--- config.mk ---
export PLATFORM = sky130hd
export DESIGN_NAME = axi_stream_transmitter
export DESIGN_NICKNAME = d
export VERILOG_FILES = /design/src/rtl/axi_stream_transmitter.sv
export SDC_FILE = /design/constraint.sdc
export NUM_CORES = 1
export LEC_CHECK = 0
export CAP_MARGIN = 20
export CORE_MARGIN = 8
export CORE_UTILIZATION = 45
export CTS_CLUSTER_DIAMETER = 80
export DETAILED_ROUTE_END_ITERATION = 10
export GPL_TIMING_DRIVEN = 1
export PLACE_DENSITY = 0.72
export REMOVE_ABC_BUFFERS = 1
export SETUP_SLACK_MARGIN = 0.05
export SLEW_MARGIN = 20
export SYNTH_ARGS = -nofsm -noshare
export SYNTH_HDL_FRONTEND = slang
export SYNTH_SLANG_ARGS = --single-unit
--- constraint.sdc ---
create_clock -name ACLK -period 5.3 [get_ports ACLK]
set_input_delay 1.06 -clock ACLK [delete_from_list [all_inputs] [get_ports ACLK]]
set_output_delay 1.06 -clock ACLK [all_outputs]
set_load 0.02 [all_outputs]
--- src/rtl/axi_stream_transmitter.sv ---
// AXI4-Stream master: 2-entry skid buffer (head + skid) framing packets with TLAST from in_last or after MAX_BEATS beats.
// Latency: 1 cycle from push to TVALID. Backpressure: in_ready drops at 2 buffered beats or while the TLAST beat waits.
module axi_stream_transmitter #(
  parameter int DATA_WIDTH = 64,
  parameter int ID_WIDTH   = 8,
  parameter int MAX_BEATS  = 17
) (
  input  logic                    ACLK,
  input  logic                    ARESETn,
  input  logic [DATA_WIDTH-1:0]   in_data,
  input  logic [DATA_WIDTH/8-1:0] in_keep,
  input  logic                    in_last,
  input  logic                    in_valid,
  output logic                    in_ready,
  input  logic [ID_WIDTH-1:0]     tx_id,
  input  logic                    tx_dest,
  output logic [DATA_WIDTH-1:0]   TDATA,
  output logic                    TVALID,
  input  logic                    TREADY,
  output logic                    TLAST,
  output logic [DATA_WIDTH/8-1:0] TKEEP,
  output logic [DATA_WIDTH/8-1:0] TSTRB,
  output logic [ID_WIDTH-1:0]     TID,
  output logic                    TDEST,
  output logic [2:0]              TUSER,
  output logic [15:0]             pkt_count,
  output logic                    busy
);

  localparam int KW = DATA_WIDTH / 8;
  localparam int BW = (MAX_BEATS > 1) ? $clog2(MAX_BEATS) : 1;
  localparam logic [BW-1:0] BMAX = BW'(MAX_BEATS - 1);

  typedef enum logic [1:0] {IDLE, STREAM, LAST_WAIT} state_t;

  typedef struct packed {
    logic [DATA_WIDTH-1:0] data;
    logic [KW-1:0]         keep;
    logic                  last;
    logic [2:0]            user;
    logic [ID_WIDTH-1:0]   id;
    logic                  dest;
  } beat_t;

  function automatic logic [3:0] popcnt(input logic [KW-1:0] k);
    logic [3:0] c;
    c = 4'd0;
    for (int i = 0; i < KW; i++) c = c + {3'b000, k[i]};
    return c;
  endfunction

  state_t              state, state_n;
  beat_t               head_q, skid_q, new_beat;
  logic [1:0]          cnt_q, cnt_n;
  logic [BW-1:0]       bcnt_q;
  logic [ID_WIDTH-1:0] pkt_id_q;
  logic                pkt_dest_q;
  logic                in_ready_q;
  logic                push, pop, new_last;
  logic [3:0]          keep_pc;

  always_comb begin
    push     = in_valid && in_ready_q;
    pop      = (cnt_q != 2'd0) && TREADY;
    new_last = in_last || (bcnt_q == BMAX);
    keep_pc  = popcnt(in_keep);

    // id/dest come straight from the port on the opening beat, then from the packet latch
    new_beat.data = in_data;
    new_beat.keep = in_keep;
    new_beat.last = new_last;
    new_beat.user = keep_pc[2:0];
    new_beat.id   = (state == IDLE) ? tx_id : pkt_id_q;
    new_beat.dest = (state == IDLE) ? tx_dest : pkt_dest_q;

    cnt_n = cnt_q;
    if (push && !pop)      cnt_n = cnt_q + 2'd1;
    else if (!push && pop) cnt_n = cnt_q - 2'd1;

    state_n = state;
    case (state)
      IDLE:      if (push) state_n = new_last ? LAST_WAIT : STREAM;
      STREAM:    if (push && new_last) state_n = LAST_WAIT;
      LAST_WAIT: if (pop && head_q.last) state_n = IDLE;
      default:   state_n = IDLE;
    endcase
  end

  always_ff @(posedge ACLK or negedge ARESETn) begin
    if (!ARESETn) begin
      state      <= IDLE;
      head_q     <= '0;
      skid_q     <= '0;
      cnt_q      <= 2'd0;
      bcnt_q     <= '0;
      pkt_id_q   <= '0;
      pkt_dest_q <= 1'b0;
      in_ready_q <= 1'b0;
      pkt_count  <= 16'd0;
    end else begin
      state      <= state_n;
      cnt_q      <= cnt_n;
      in_ready_q <= (cnt_n != 2'd2) && (state_n != LAST_WAIT);

      if (push) begin
        bcnt_q <= new_last ? '0 : bcnt_q + BW'(1);
        if (state == IDLE) begin
          pkt_id_q   <= tx_id;
          pkt_dest_q <= tx_dest;
        end
      end

      if (state == LAST_WAIT && pop && head_q.last)
        pkt_count <= pkt_count + 16'd1;

      // Push at count 2 cannot happen, so the skid only ever refills the head on pop
      if (pop) begin
        if (cnt_q == 2'd2)  head_q <= skid_q;
        else if (push)      head_q <= new_beat;
      end else if (push) begin
        if (cnt_q == 2'd0)  head_q <= new_beat;
        else                skid_q <= new_beat;
      end
    end
  end

  assign in_ready = in_ready_q;
  assign TVALID   = (cnt_q != 2'd0);
  assign TDATA    = head_q.data;
  assign TLAST    = head_q.last;
  assign TKEEP    = head_q.keep;
  assign TSTRB    = head_q.keep;
  assign TUSER    = head_q.user;
  assign TID      = head_q.id;
  assign TDEST    = head_q.dest;
  assign busy     = (state != IDLE) || (cnt_q != 2'd0);

endmodule

Yosys cells after proc, flatten, opt, wreduce, memory -nomap -nowiden
Cells that the tools add are included.
{ "op_classes": {"n_addsub": 11, "mul": 0, "n_div": 0, "magnitude_cmp": 0, "eq_ne": 6, "n_shift": 0, "n_mux": 15, "n_bitwise": 2, "n_reduce_logical": 22} }
{ "op_table": {"columns": ["cell", "n"], "rows": [
  ["85-bit 2-to-1 mux", 5],
  ["16-bit by 1-bit adder with 16-bit output (second input constant)", 1],
  ["3-bit by 1-bit adder with 3-bit output", 5],
  ["2-bit 2-to-1 mux", 6],
  ["2-bit nonzero test", 5],
  ["1-bit logical AND", 9],
  ["8-bit 2-to-1 mux", 1],
  ["2-bit one-hot mux with 3 select lines", 1],
  ["3-bit AND reduction", 2],
  ["5-bit by 1-bit adder with 5-bit output (second input constant)", 1],
  ["5-bit == test (second input constant)", 1],
  ["5-bit 2-to-1 mux", 1],
  ["2-bit == test (second input constant)", 2],
  ["2-bit zero test", 2],
  ["2-bit inequality test (second input constant)", 2],
  ["2-bit by 1-bit adder with 3-bit output", 1],
  ["1-bit by 1-bit adder with 2-bit output", 1],
  ["2-bit by 1-bit adder with 2-bit output (second input constant)", 1],
  ["2-bit by 1-bit == test with 1-bit output (second input constant)", 1],
  ["1-bit zero test", 2],
  ["1-bit logical OR", 2],
  ["1-bit inverter", 2],
  ["2-bit by 1-bit subtractor with 2-bit output (second input constant)", 1],
  ["1-bit 2-to-1 mux", 1]
]} }
{ "totals": {"ff_bits": 205, "latchBits": 0, "ramBits": 0, "mem_bits_ro": 0, "wordCells": 75, "mem_count": 0} }

Logic depth before layout (Yosys ltp)
Gate-level depths: netlist of the first run.
{ "logic_depth": {"word_depth": 10, "mapped_depth": 12, "depth_no_buf": 12} }

Worst setup path before layout of the first run
Ideal clock, no wire load.
{ "synth_timing": {"path_type": "input port to flip-flop", "start": "input in_keep[0]", "end": "register head_q (netlist bit TUSER[2])", "arrival_ns": 3.449, "setup_slack_ns": 1.724, "path_stages": 12, "n_path_buf": 0, "cell_sequence": "inv_1 -> fa_1 -> fa_1 -> fa_1 -> inv_1 -> ha_1 -> inv_1 -> fa_1 -> xor2_1 -> nor2_1 -> a21oi_1 -> o21ai_0"} }
{ "synth_via": {"elab_chain_len": 10} }
{ "synth_lines": {"columns": ["item", "line", "text"], "rows": [
  ["start: declaration", "11", "input logic [DATA_WIDTH/8-1:0] in_keep,"],
  ["1-bit by 1-bit adder with 2-bit output *", "48", "for (int i = 0; i < KW; i++) c = c + {3'b000, k[i]};"],
  ["2-bit by 1-bit adder with 3-bit output *", "48", null],
  ["3-bit by 1-bit adder with 3-bit output * (5 in series)", "48", null],
  ["85-bit 2-to-1 mux (on tied branches)", "121, 119", null],
  ["85-bit 2-to-1 mux (on tied branches)", "120, 118", null],
  ["85-bit 2-to-1 mux *", "117", "if (pop) begin"],
  ["end signal: assignment", "118", "if (cnt_q == 2'd2) head_q <= skid_q;"],
  ["end signal: assignment", "119", "else if (push) head_q <= new_beat;"],
  ["end signal: assignment", "121", "if (cnt_q == 2'd0) head_q <= new_beat;"],
  ["end: declaration", "53", "beat_t head_q, skid_q, new_beat;"]
]} }
Every way passes the cells marked *; elsewhere a longest branch is shown, timed or not. The select of a mux whose other input is x is not followed.
A chain may end at the register's enable or synchronous reset.

Worst setup path in the final report of the first run
Ends and elaborated chain as after synthesis.

==> results.toml, run 1 <==
[floorplanning]
pin_count = 198
core_um2 = 19500
start_util_pct = 46.1
die_h_um = 157
fp.dieW_um = 157
rows = 51
die-area_um2 = 24800

[worst_setup_path]
cp-start-kind = "input port"
cpLargestDelayFamily = "adder cells"
r2r_setup_slack_ps = 2780
r2r_cells = 7
r2r_end = "TID[0]"
path_depth = 13
cp_max_fo = 3
worstPathCellList = "clkdlybuf4s50_1 -> inv_1 -> fa_1 -> fa_1 -> fa_1 -> inv_1 -> ha_1 -> inv_1 -> fa_1 -> xor2_1 -> nor2_1 -> a21oi_1 -> o21ai_0"
crit_arrival_ps = 4050
rr_startpoint = "cnt_q[0]"
required_ps = 5660
critPathLaunch = "in_keep[0]"
crit_slowest_cell = "fa_1"
crit_end = "TUSER[2]"
critPathMaxStageDelay_ps = 560
worstSetupPathType = "in2reg"
cp-end-kind = "flop"
worst-path-buf-inv = 4
crit_top_cell = "fa_1"

[clock_tree]
insertion_delay_ps = 490
postCtsHoldBufs = 0
cts_setup_buffers = 0
cts_buffer_depth = 3
cts_max_level = 1
clk_pin_slew_worst_paths_ps = 50
post_cts_resize_count = 0
numCtsBuffers = 23
root_buffer = "clkbuf_16"
clock_sink_count = 205
cts_tree = "done"

[logic_synthesis]
synth-seq-area-share_pct = 57.0
ys_types = 43
syn_area_um2 = 9010
yosys_warnings = 0
synth_top_area_share_pct = 57.0
synth_cells = 999
synth_seq_cells = 205
synth_area_leaders = "dfrtp_1 (57%), nand2_1 (16%), a31oi_1 (4.7%), nor2_1 (3.3%), o21ai_0 (2.9%)"
synth_top_cell_by_area = "dfrtp_1"
syn_avg_cell_area_um2 = 9.02

[drt]
wirelength_mm = 22.9
drc = 0
postRouteAntennaNets = 0
first_iter_violations = 385
num_vias = 7195
vias_per_cell = 5.01
dr.pass1.iters = 5
wl_per_cell_um = 15.9

[layout]
regArea_um2 = 5130
final_net_count = 1254
fin_area_um2 = 11800
multi_input_area_um2 = 3420
drive_above_1_share_pct = 4.70
antenna_cells = 0
fillers = 1704
areaGrowthSynthToFinish_pct = 30.5

[sta]
fmax_ghz = 0.271
min_period_over_period_pct = 69.6
rsz0062_at_grt = "no"
fin_skew_ps = 11.3
hold_viol_final = 0
period_minus_slack_ps = 3690
hold_slack_ps = 472
setup_violations = 0
slew_headroom_pct = 33.4
tightest_slew_ps = 999
tns_ps = 0
maxSlewViolCount = 0

[power]
p_clk_share_pct = 21.4
power_leakage_nw = 5.46
p_int_mw = 4.48
power_frac_seq_pct = 37.3
power_density_nw_per_um2 = 613
p_sw_mw = 2.73
switching_share_pct = 37.8
vdd.ir_drop.worst_v = 0.000406
pwr-share-comb_pct = 41.3

[global_route]
grt_use_total_pct = 18.3
grt_pass1_wl_mm = 36.8
grt_pass1_vias = 6996
grt_overflow = 0
busiest_layer = "met2"
met3_usage_pct = 3.18
grt_max_degree = 112
antenna_found_initial = 0
grtUsageMet1_pct = 24.5
grt_use_met2_pct = 30.5

[placed_design]
globalplace.congestion = 0.756
dp_hpwl_mm = 14.7
place_area_um2 = 11000
port_buffers = 197

[outcome]
status = "finished, final reports clean"

[hold_path]
hold_class = "reg2reg"

[job]
drv_cap = 0
## state kept, by name (all words and copies together) (netlist names)
name        flops
TKEEP           8
TLAST           1
TDEST           1
cnt_q           2
TID             8
state           2
TUSER           3
pkt_count      16
TDATA          64
pkt_id_q        8
pkt_dest_q      1
bcnt_q          5
skid_q         85
in_ready        1
## metal layers
metal / vias to the layer above / routed length [um] / share of wire, %
li1: 3549 / - / -
met1: 3397 / 10100 / 44
met2: 218 / 10800 / 47
met3: 31 / 1570 / 6.9
met4: 0 / 384 / 1.7
met5: - / 0 / 0
## stage by stage
stage / instances / total power, mW / worst slack, ps / util [%]
floorplan: 929 / 4.38 / 208 / -
global placement: 1395 / 5.62 / 1090 / 56.2
detailed placement: 1397 / 5.73 / 1110 / 56.5
CTS: 1436 / 7.29 / 1630 / 60.2
global route: 1436 / 7.73 / 1480 / 60.2
finish: 1436 / 7.20 / 1610 / 60.2
## worst min path at each step
stage / slack [ps] / endpoint / cells past startpoint / startpoint
final: 470 / skid_q[7] / 2 / skid_q[7]
after global routing: 480 / skid_q[54] / 2 / skid_q[54]
after CTS: 480 / skid_q[30] / 2 / skid_q[30]
after detailed placement: 460 / skid_q[78] / 2 / skid_q[78]
after global placement: 460 / skid_q[43] / 2 / skid_q[43]
after floorplan: 440 / skid_q[0] / 2 / skid_q[0]
## area by class of cell
type	instances	area share [%]
sequential	205	43.6
multi-input combinational	705	29.1
timing repair buffer	203	17.7
tap	265	2.82
clock buffer	32	5.44
clock inverter	7	0.724
inverter	19	0.607
## placed cells by master (no fill, tap or decap), types with 2 or more instances in the layout
cell,synthesis,final
buf_4,9,2
dfrtp_1,205,205
o21ai_0,53,53
nand3_1,8,8
buf_12,0,3
nor3_2,2,3
nor2b_1,2,2
clkbuf_16,0,23
ha_1,7,7
and2_1,12,12
inv_1,19,19
o21ai_1,9,9
nand2_1,388,387
bufinv_16,0,2
fa_1,4,4
nor3_1,6,5
a21oi_1,11,11
clkinv_2,0,5
clkdlybuf4s50_1,0,196
a31oi_1,67,67
xor2_1,10,10
clkbuf_1,14,6
mux2i_1,10,10
and4b_1,2,2
nand4_1,5,5
and3_1,2,2
nand2b_1,3,3
xnor2_1,8,8
nor2_1,80,80
clkbuf_8,0,4
## cell families after synthesis
kind of cell,Yosys count,synth area share [%]
and+or+nand+nor,517,23.2
muxes,11,1.24
buffers and inverters,89,5.50
xor gates and xnor gates,18,1.75
DFF,205,57.0
adders and majority gates,11,1.86
AOI/OAI and AO/OA,148,9.46
## worst min-delay path: stages, from the launching register on
cell and delay (ps):
dfrtp_1 340, nand2_1 40, o21ai_0 50
## Yosys cell counts
master	number
ha_1	7
and4_1	1
nand4_4	1
nor2b_2	1
a211oi_1	1
buf_6	11
o22ai_1	1
a31oi_1	67
buf_2	35
nor2_1	80
a21oi_1	11
clkbuf_2	1
nor2_4	1
nor3_1	6
o221a_2	1
nand2b_1	3
mux2i_1	10
and3b_1	1
inv_1	19
or3_1	1
mux2_2	1
nand4_1	5
and4b_1	2
fa_1	4
nand2_1	388
nand3_1	8
buf_4	9
and3_1	2
clkbuf_1	14
and2_1	12
a31o_2	1
a22o_1	1
a21o_1	1
o21ai_0	53
o32ai_1	1
nor2b_1	2
xor2_1	10
and3b_2	1
o22a_1	1
xnor2_1	8
dfrtp_1	205
o21ai_1	9
nor3_2	2
## power groups by stage
stage	sequential [mW]	clock (mW)	combinational, mW
finish	2.69	1.54	2.98
detailed placement	2.70	0	3.02
floorplan	3.07	0	1.30
CTS	2.69	1.58	3.03
global route	2.78	1.65	3.30
global placement	2.68	0	2.94
(Power assumes the default switching activity.)
==> inputs of run 2 (changes only) <==
- PLACE_DENSITY: 0.72 -> 0.75
- clock period: 5.3 -> 3.28 ns (I/O delays scaled with it)
==> run 2 against run 1 <==
Compared with the run above: clock power is 67% higher; routed wire length is 0.19% higher; cell count is 0.70% higher; register-to-register slack worse by 1700 ps; power is 64% higher; sequential share of layout area is 0.65 points lower; clock skew is 5.5 ps lower; via count is 0.83% higher; design area is 1.5% higher; critical endpoint unchanged; largest power group unchanged; global-route usage is 0.051 points lower; highest routed layer unchanged.
==> results.toml, run 2 (synthesis results as in run 1) <==
[outcome]
status = "finished, final reports clean"

[clock_tree]
cts_max_level = 1
cts_buffer_depth = 3
cts_tree = "done"
numCtsBuffers = 22
insertion_delay_ps = 490
clk_pin_slew_worst_paths_ps = 60
root_buffer = "clkbuf_16"
clock_sink_count = 205
postCtsHoldBufs = 0

[worst_setup_path]
cp-start-kind = "input port"
cp_max_fo = 3
critPathMaxStageDelay_ps = 540
worstSetupPathType = "in2reg"
worstPathCellList = "dlygate4sd2_1 -> inv_2 -> fa_1 -> fa_1 -> fa_1 -> inv_1 -> ha_2 -> inv_2 -> fa_2 -> xor2_2 -> nor2_1 -> a21oi_1 -> o21ai_1"
crit_arrival_ps = 3500
required_ps = 3650
cp-end-kind = "flop"
crit_top_cell = "fa_1"
r2r_cells = 5
crit_slowest_cell = "fa_1"

[layout]
final_common_cell = "nand2_1"
areaGrowthSynthToFinish_pct = 32.5
drive_above_1_share_pct = 6.27
final_net_count = 1265
regMostFlops = "skid_q"
fillers = 1670
layout_common_cells = "nand2_1 (387), dfrtp_1 (205), clkdlybuf4s50_1 (193), nor2_1 (80), a31oi_1 (67)"
final_cells = 1446
fin_area_um2 = 11900
antenna_cells = 0
largest_reg_flops = 85

[drt]
num_vias = 7255
vias_per_cell = 5.02
wirelength_mm = 22.9
dr.pass1.iters = 5
first_iter_violations = 514
postRouteAntennaNets = 0
wl_per_cell_um = 15.8
drc = 0

[floorplanning]
die_h_um = 157
start_util_pct = 46.1
rows = 51
die-area_um2 = 24800
pin_count = 198
core_um2 = 19500
fp.dieW_um = 157

[placed_design]
post-place-ws_ps = -569
place_area_um2 = 11100
dp_hpwl_mm = 15.3
port_buffers = 197
dp.cells = 1407
globalplace.congestion = 0.810

[power]
power_leakage_nw = 5.54
total_power_mw = 11.8
vdd.ir_drop.worst_v = 0.000601
power_density_nw_per_um2 = 991

[sta]
tightest_slew_ps = 562
worst_slack_ps = 148
rsz0062_at_grt = "no"
fin_skew_ps = 5.75
tns_ps = 0
hold_viol_final = 0
fmax_ghz = 0.319
min_period_over_period_pct = 95.5
period_minus_slack_ps = 3130
setup_violations = 0
slew_headroom_pct = 62.6
maxSlewViolCount = 0

[global_route]
grt_use_total_pct = 18.3
antenna_found_initial = 0
grt_overflow = 0
grt_max_degree = 105
grt_pass1_vias = 7106
grt_pass1_wl_mm = 37.0

[hold_path]
hold_class = "in2async"

[job]
drv_cap = 0
[run 2: changes by cell type in the layout (fill, tap and decap cells not counted), sizes merged]
cell | before | now
bufinv | 2 | 3
dlygate4sd2 | 0 | 3
clkdlybuf4s50 | 196 | 193
buf | 6 | 18
clkinv | 5 | 2
[run 2: worst max-delay path, delay by kind of cell]
kind / cells / cell delay (ps)
AOI/OAI and AO/OA: 2 / 220
xor gates and xnor gates: 1 / 170
adders and majority gates: 5 / 1950
buffers and inverters: 4 / 420
and+or+nand+nor: 1 / 80
[run 2: layout make-up]
| type | count | area, um^2 | area share [%] |
|---|---|---|---|
| flip-flops and latches | 205 | 5130 | 43.0 |
| inverters | 19 | 71.3 | 0.598 |
| multi-input cells | 705 | 3430 | 28.7 |
| well taps | 265 | 332 | 2.78 |
| clock inverters | 5 | 100 | 0.839 |
| clock buffers | 32 | 659 | 5.53 |
| repair buffers | 215 | 2210 | 18.5 |
[run 2: final timing paths]
check | from | end | slack, ps
worst max-delay path | in_keep[1] | TUSER[2] | 150
worst min-delay path | ARESETn | state[1] | 160
worst max register to register | cnt_q[0] | skid_q[8] | 1100
worst min register to register | skid_q[65] | skid_q[65] | 470
max in group asynchronous | ARESETn | skid_q[80] | 2280
min in group ACLK | skid_q[65] | skid_q[65] | 470
[run 2: layer usage]
metal / routed length [um] / track usage [%]
met4: 550 / 5.71
met1: 9980 / 23.8
met3: 1440 / 3.26
met2: 10900 / 30.5
met5: 0 / 0
[run 2: power breakdown]
part           switching [mW]  internal, mW  total [mW]
clock                   0.954          1.62        2.57
sequential              0.678          3.68        4.35
combinational            2.77          2.12        4.89
total                    4.40          7.42        11.8
[run 2: repair_timing]
action	4_1_cts	5_1_grt
gates resized for setup	10	1
pin swaps	7	3
endpoints found under the setup margin	2	3
buffers inserted	1	0
[run 2: per-stage QoR]
stage | hold slack, ps | utilization (%)
after floorplan | 360 | -
after global placement | 456 | 57.0
after detailed placement | 462 | 57.0
after CTS | 177 | 61.0
after global routing | 181 | 61.1
final | 157 | 61.1
==> RTL change 1 (settings of run 2) <==
Set the parameter `DATA_WIDTH` to 72 (it was 64).
--- a/src/rtl/axi_stream_transmitter.sv
+++ b/src/rtl/axi_stream_transmitter.sv
@@ -1,7 +1,7 @@
 // AXI4-Stream master: 2-entry skid buffer (head + skid) framing packets with TLAST from in_last or after MAX_BEATS beats.
 // Latency: 1 cycle from push to TVALID. Backpressure: in_ready drops at 2 buffered beats or while the TLAST beat waits.
 module axi_stream_transmitter #(
-  parameter int DATA_WIDTH = 64,
+  parameter int DATA_WIDTH = 72,
   parameter int ID_WIDTH   = 8,
   parameter int MAX_BEATS  = 17
 ) (
Interface: changed (5 resized); port bits go from 198 to 217. The function was not compared with the original's and may differ.
==> RTL change 1 against run 2 <==
Total power grew 6.3%. Setup slack gained 27 ps. Synthesized cell count grew 9.0%. Critical endpoint is now TUSER[1]. Register-to-register slack lost 390 ps. Final area grew 8.2%. Sequential cell count grew 18. Largest cell class unchanged. Wire length grew 11%. Synthesized area grew 7.0%. Utilization grew 0.31 points.
==> RTL change 1: results (changes against run 2) <==
.. list-table::
   :header-rows: 1

   * - Metric
     - Value
   * - Outcome
     - completed
   * - Deepest level of the CTS H-tree
     - 1 (unchanged)
   * - Clock insertion delay at the later pin of the skew report
     - 510 ps (+20 ps)
   * - GRT Overall Usage
     - 0.1893 (+0.006451)
   * - Port Buffer Count
     - 216 (+9.6%)
   * - Number of vias after detailed routing
     - 7924 (+9.2%)
   * - Final weighted congestion in routability-driven placement
     - 0.7660 (-5.5%)
   * - Number of warnings reported in the yosys synthesis log
     - 0 (unchanged)
   * - Antenna violations before repair
     - 1 (+1)
   * - Portion of the post-synthesis area used by sequential elements
     - 0.5789 (+0.009317)
   * - DRC violation total after the first TritonRoute iteration
     - 539 (+4.9%)
   * - Number of different library cells in the post-synthesis netlist
     - 43 (unchanged)
   * - Count of TritonRoute iterations in the first routing pass
     - 5 (unchanged)
   * - Cell Area, Placed
     - 0.01207 sq mm (+8.4%)
   * - Overall routed net length
     - 25330 um (+11%)
   * - # diodes
     - 0 (unchanged)
   * - Clock tree root buffer cell
     - clkbuf_16
   * - Worst IR Drop VDD
     - 622.0 uV (+3.5%)
   * - Final Net Count
     - 1385 (+9.5%)
   * - Maximum clock skew at final layout
     - 8.224 ps (+2.478 ps)
   * - Top post-synthesis cells by area
     - dfrtp_1 58%, nand2_1 17%, a31oi_1 5.0%
   * - Largest net degree at the start of global routing
     - 100 (-4.8%)
   * - Total of fill cells in the finished design
     - 1765 (+5.7%)
   * - Largest register FFs
     - 94 (+11%)
   * - Deepest clock path buffer count
     - 3 (unchanged)
   * - Worst Reg-to-Reg Cells
     - 7 (+2)
   * - CTS buffer count
     - 25 (+14%)
   * - Detailed-placement wirelength estimate
     - 16490 um (+8.0%)
   * - Tightest slew margin relative to the limit
     - 0.4669 (-0.1586)
   * - Share of flip-flops with an asynchronous set or reset after synthesis
     - 1.000 (unchanged)
   * - Worst hold-check path type
     - in -> async
   * - Power attributed to the clock group
     - 2780 uW (+8.2%)
   * - Global-route wire length before repair
     - 41330 um (+12%)
   * - Layout cell share with drive strength beyond 1
     - 0.06564 (+0.002978)
   * - Leak Pwr
     - 0.005978 uW (+7.9%)
   * - Post-synth top flop
     - dfrtp_1
   * - Top reg by flops
     - skid_q
   * - Clock slew at the register clock pins of the worst setup and hold paths
     - 60 ps (about the same)
   * - Synth cell count leaders
     - 434 x nand2_1, 223 x dfrtp_1, 94 x nor2_1, 77 x a31oi_1, 63 x o21ai_0
   * - P_sw
     - 4657 uW (+5.7%)
   * - Worst-path fanout max
     - 2 (-1)
   * - Combinational Power
     - 5080 uW (+4%)
## RTL change 1: changes by cell type after synthesis, sizes merged, moves of 3 or more
cell / before / now
a31oi: 67 / 77
buf: 55 / 26
clkbuf: 15 / 51
dfrtp: 205 / 223
nand2: 388 / 434
nand3: 8 / 5
nor2: 81 / 95
nor3: 8 / 3
o31ai: 0 / 3
## RTL change 1: logic make-up (layout without fill, tap and decap cells)
| kind of cell | Yosys count | count (layout) | share of synthesized area |
|---|---|---|---|
| muxes | 10 | 10 | 0.01051 |
| buffers and inverters | 97 | 303 | 0.04439 |
| adders and majority gates | 11 | 11 | 0.01817 |
| xor gates and xnor gates | 18 | 18 | 0.01636 |
| and+or+nand+nor | 571 | 571 | 0.2373 |
| DFF | 223 | 223 | 0.5789 |
| AOI/OAI and AO/OA | 159 | 159 | 0.09437 |
## RTL change 1: path summary, 6_finish.rpt
kind                            start          to  slack, ps
setup / recovery           in_keep[0]    TUSER[1]        180
hold / removal                ARESETn   TDATA[12]        200
setup reg to reg             cnt_q[0]    TDATA[1]        710
hold reg to reg            skid_q[43]  skid_q[43]        470
max in group asynchronous     ARESETn   TDATA[53]       2250
min in group ACLK          skid_q[43]  skid_q[43]        470
## RTL change 1: area by class of cell
| cell class | instances | area [sq um] | area share |
|---|---|---|---|
| sequential | 223 | 5580 | 0.4323 |
| clock buffer | 36 | 737.0 | 0.05710 |
| multi-input combinational | 769 | 3680 | 0.2851 |
| inverter | 20 | 75.07 | 0.005816 |
| clock inverter | 7 | 85.08 | 0.006592 |
| tap | 275 | 344.1 | 0.02666 |
| timing repair buffer | 240 | 2406 | 0.1864 |
## RTL change 1: layer usage
layer / wire length, um / share of wire / GRT usage / vias to the layer above
met5: 8 / 0.00032 / 0 / -
met4: 416 / 0.016 / 0.04040 / 2
met1: 11010 / 0.43 / 0.2481 / 3770
li1: - / - / - / 3886
met3: 1983 / 0.078 / 0.04828 / 34
met2: 11920 / 0.47 / 0.3119 / 232
## RTL change 1: worst max-delay path, cell delays in order
cell and delay, ps:
dlygate4sd2_1 200, inv_2 50, fa_1 550, fa_1 440, fa_1 510, inv_2 40, fa_2 330, inv_2 60
fa_2 430, nor2_1 110, a21oi_1 50, o21ai_1 120
## RTL change 1: what timing repair did
action / in CTS / in global routing
setup buffers: 0 / 1
endpoints found under the setup margin: 3 / 2
resized for setup: 12 / 1
pin swaps: 8 / 8
## RTL change 1: per-stage QoR
stage / power (uW) / utilization / std cells / worst slack (ps)
finish: 12570 / 0.6140 / 1570 / 175.3
global placement: 9695 / 0.5741 / 1526 / -626.3
CTS: 12700 / 0.6133 / 1569 / 98.52
floorplan: 7521 / - / 1012 / -1856
detailed placement: 9864 / 0.5741 / 1526 / -664.0
global route: 13420 / 0.6140 / 1570 / 60.03
==> RTL change 2 (flow settings as in run 2) <==
Made on the original files. The 3 states of `state_t` get a one-hot encoding in 3 bits.
--- a/src/rtl/axi_stream_transmitter.sv
+++ b/src/rtl/axi_stream_transmitter.sv
@@ -31,7 +31,7 @@
   localparam int BW = (MAX_BEATS > 1) ? $clog2(MAX_BEATS) : 1;
   localparam logic [BW-1:0] BMAX = BW'(MAX_BEATS - 1);
 
-  typedef enum logic [1:0] {IDLE, STREAM, LAST_WAIT} state_t;
+  typedef enum logic [2:0] {IDLE = 3'b001, STREAM = 3'b010, LAST_WAIT = 3'b100} state_t;
 
   typedef struct packed {
     logic [DATA_WIDTH-1:0] data;
Function: no difference found for any inputs over 4 cycles, from zero or initial values and one cycle with ARESETn low; so few cycles prove little.
==> RTL change 2 against run 2 <==
Synthesized area fell by 0.53%. Global-route usage barely moved. Cell count rose by 0.35%. Combinational power fell by 4.3%. Hold slack improved by 50 ps. Final area barely moved. Sequential cell count rose by 1. Register-to-register slack got worse by 110 ps. Setup slack improved by 87 ps. Wire length fell by 1.3%. Non-clock buffer count fell by 3. Total power fell by 3.2%. Highest routed layer is now met5.
==> RTL change 2: results (changes against run 2) <==
.. list-table::
   :header-rows: 1

   * - Metric
     - Value
   * - Layout cell share with drive strength beyond 1
     - 0.06661 (+0.003952)
   * - End of the worst register-to-register path
     - TDATA[50]
   * - Gate Count Post-Synth
     - 1001 (+0.20%)
   * - Port Buffer Count
     - 197 (unchanged)
   * - Leak Pwr
     - 0.005465 uW (-1.4%)
   * - Deepest level of the CTS H-tree
     - 1 (unchanged)
   * - Detailed-placement wirelength estimate
     - 14970 um (-1.9%)
   * - Number of warnings reported in the yosys synthesis log
     - 0 (unchanged)
   * - Overall routed net length
     - 22610 um (-1.3%)
   * - Worst IR Drop VDD
     - 469.3 uV (-22%)
   * - Worst hold-check path type
     - in -> async
   * - Critical Path Slowest Stage Cell
     - fa_1
   * - DRC violation total after the first TritonRoute iteration
     - 325 (-37%)
   * - Number of vias after detailed routing
     - 7287 (+0.44%)
   * - Outcome
     - completed
   * - Wirelength per Cell
     - 15.58 um (-1.6%)
   * - Clock insertion delay at the later pin of the skew report
     - 490 ps (about the same)
   * - Antenna violations before repair
     - 1 (+1)
   * - GRT Overall Usage
     - 0.1829 (about the same)
   * - Top reg by flops
     - skid_q
   * - Minimum clock period
     - 3045 ps (-87.10 ps)
   * - Final weighted congestion in routability-driven placement
     - 0.7519 (-7.2%)
   * - Reg2Reg Setup Slack
     - 990 ps (-110 ps)
   * - Tightest slew margin relative to the limit
     - 0.5325 (-0.09298)
   * - Largest register FFs
     - 85 (unchanged)
   * - Clock tree root buffer cell
     - clkbuf_16
   * - Critical register-to-register path startpoint
     - cnt_q[0]
   * - Final Net Count
     - 1267 (+0.16%)
   * - Number of different library cells in the post-synthesis netlist
     - 42 (-2.3%)
   * - Global-route wire length before repair
     - 36950 um (-0.17%)
   * - Post-CTS Repair Setup Buffers
     - 0 (-1)
   * - Maximum clock skew at final layout
     - 6.270 ps (+0.5245 ps)
   * - CTS buffer count
     - 23 (+4.5%)
   * - Count of TritonRoute iterations in the first routing pass
     - 5 (unchanged)
   * - Via count of the first global-routing pass
     - 7189 (+1.2%)
   * - Portion of the post-synthesis area used by sequential elements
     - 0.5756 (+0.005956)
   * - Worst-path fanout max
     - 2 (-1)
   * - Worst hold-check slack
     - 206.9 ps (+49.83 ps)
   * - Worst Reg-to-Reg Cells
     - 7 (+2)
   * - Clock slew at the register clock pins of the worst setup and hold paths
     - 60 ps (about the same)
   * - Post-synth top flop
     - dfrtp_1
   * - # diodes
     - 0 (unchanged)
   * - Deepest clock path buffer count
     - 3 (unchanged)
   * - Place WS
     - -545.2 ps (+23.69 ps)
   * - Top post-synthesis cells by area
     - dfrtp_1 57%, nand2_1 17%, a31oi_1 5.2%
   * - Share of flip-flops with an asynchronous set or reset after synthesis
     - 1.000 (unchanged)
   * - Largest net degree at the start of global routing
     - 89 (-15%)
   * - Cell count after placement
     - 1410 (+0.21%)
   * - Synth cell count leaders
     - 394 x nand2_1, 205 x dfrtp_1, 85 x nor2_1, 74 x a31oi_1, 48 x o21ai_0
   * - Maximum single-stage delay on the critical path
     - 550 ps
==> RTL change 2: cell types whose count changed after synthesis, sizes merged, moves of 4 or more <==
cell    before  now
a21oi       11    3
a31oi       67   74
buf         55   27
clkbuf      15   41
mux2         1    9
nand2      388  394
nor2        81   85
nor3         8    4
o21ai       62   48
xnor2        8   13
xor2        10    4
==> RTL change 2: area by class of cell <==
cell class,instances,area (sq um)
well taps,265,331.6
clock buffers,32,659.4
inverters,18,67.56
clock inverters,9,72.57
fillers,1684,7587
flip-flops and latches,206,5156
repair buffers,212,2172
multi-input cells,709,3480
==> RTL change 2: how the worst max path moves through the flow <==
| stage | startpoint | endpoint |
|---|---|---|
| final | in_keep[3] | TUSER[1] |
| after global routing | in_keep[3] | TUSER[2] |
| after CTS | in_keep[3] | TUSER[2] |
| after detailed placement | in_keep[0] | TUSER[2] |
| after global placement | in_keep[0] | TUSER[2] |
| after floorplan | in_valid | skid_q[15] |
==> RTL change 2: kinds of logic after synthesis <==
logic type | share of synthesized area
adder cells (fa/ha/maj) | 0.01871
XOR/XNOR | 0.01662
AND/OR/NAND/NOR | 0.2384
flip-flops | 0.5756
multiplexers | 0.02137
AO/OA/AOI/OAI | 0.08785
buffers and inverters | 0.04148
==> RTL change 2: report_power, final <==
| part | total (uW) | internal, uW | switching, uW |
|---|---|---|---|
| Sequential | 4320 | 3670 | 643 |
| Clock | 2450 | 1480 | 974 |
| Combinational | 4680 | 2070 | 2600 |
==> RTL change 2: layer usage <==
| metal | track usage | vias up | part of all wire |
|---|---|---|---|
| li1 | - | 3582 | - |
| met3 | 0.04113 | 32 | 0.068 |
| met2 | 0.3117 | 207 | 0.48 |
| met4 | 0.04170 | 2 | 0.016 |
| met1 | 0.2338 | 3464 | 0.44 |
| met5 | 0 | - | 0.00058 |
==> RTL change 2: what timing repair did <==
action                     CTS  global route
setup endpoints to repair    2             2
gates resized for setup      7             1
pin swaps                    4             1
==> RTL change 2: stage by stage <==
stage | instance area [sq um] | power, uW
2_1_floorplan | 8655 | 6929
3_3_place_gp | 11190 | 8930
3_5_place_dp | 11200 | 9075
4_1_cts | 11930 | 11590
5_1_grt | 11940 | 12250
6_report | 11940 | 11440
==> RTL change 2: worst max-delay path, delay by kind of cell <==
| family | cells | cell delay [ps] |
|---|---|---|
| and+or+nand+nor | 1 | 40 |
| AOI/OAI and AO/OA | 2 | 200 |
| adders and majority gates | 5 | 2100 |
| buffers and inverters | 4 | 380 |
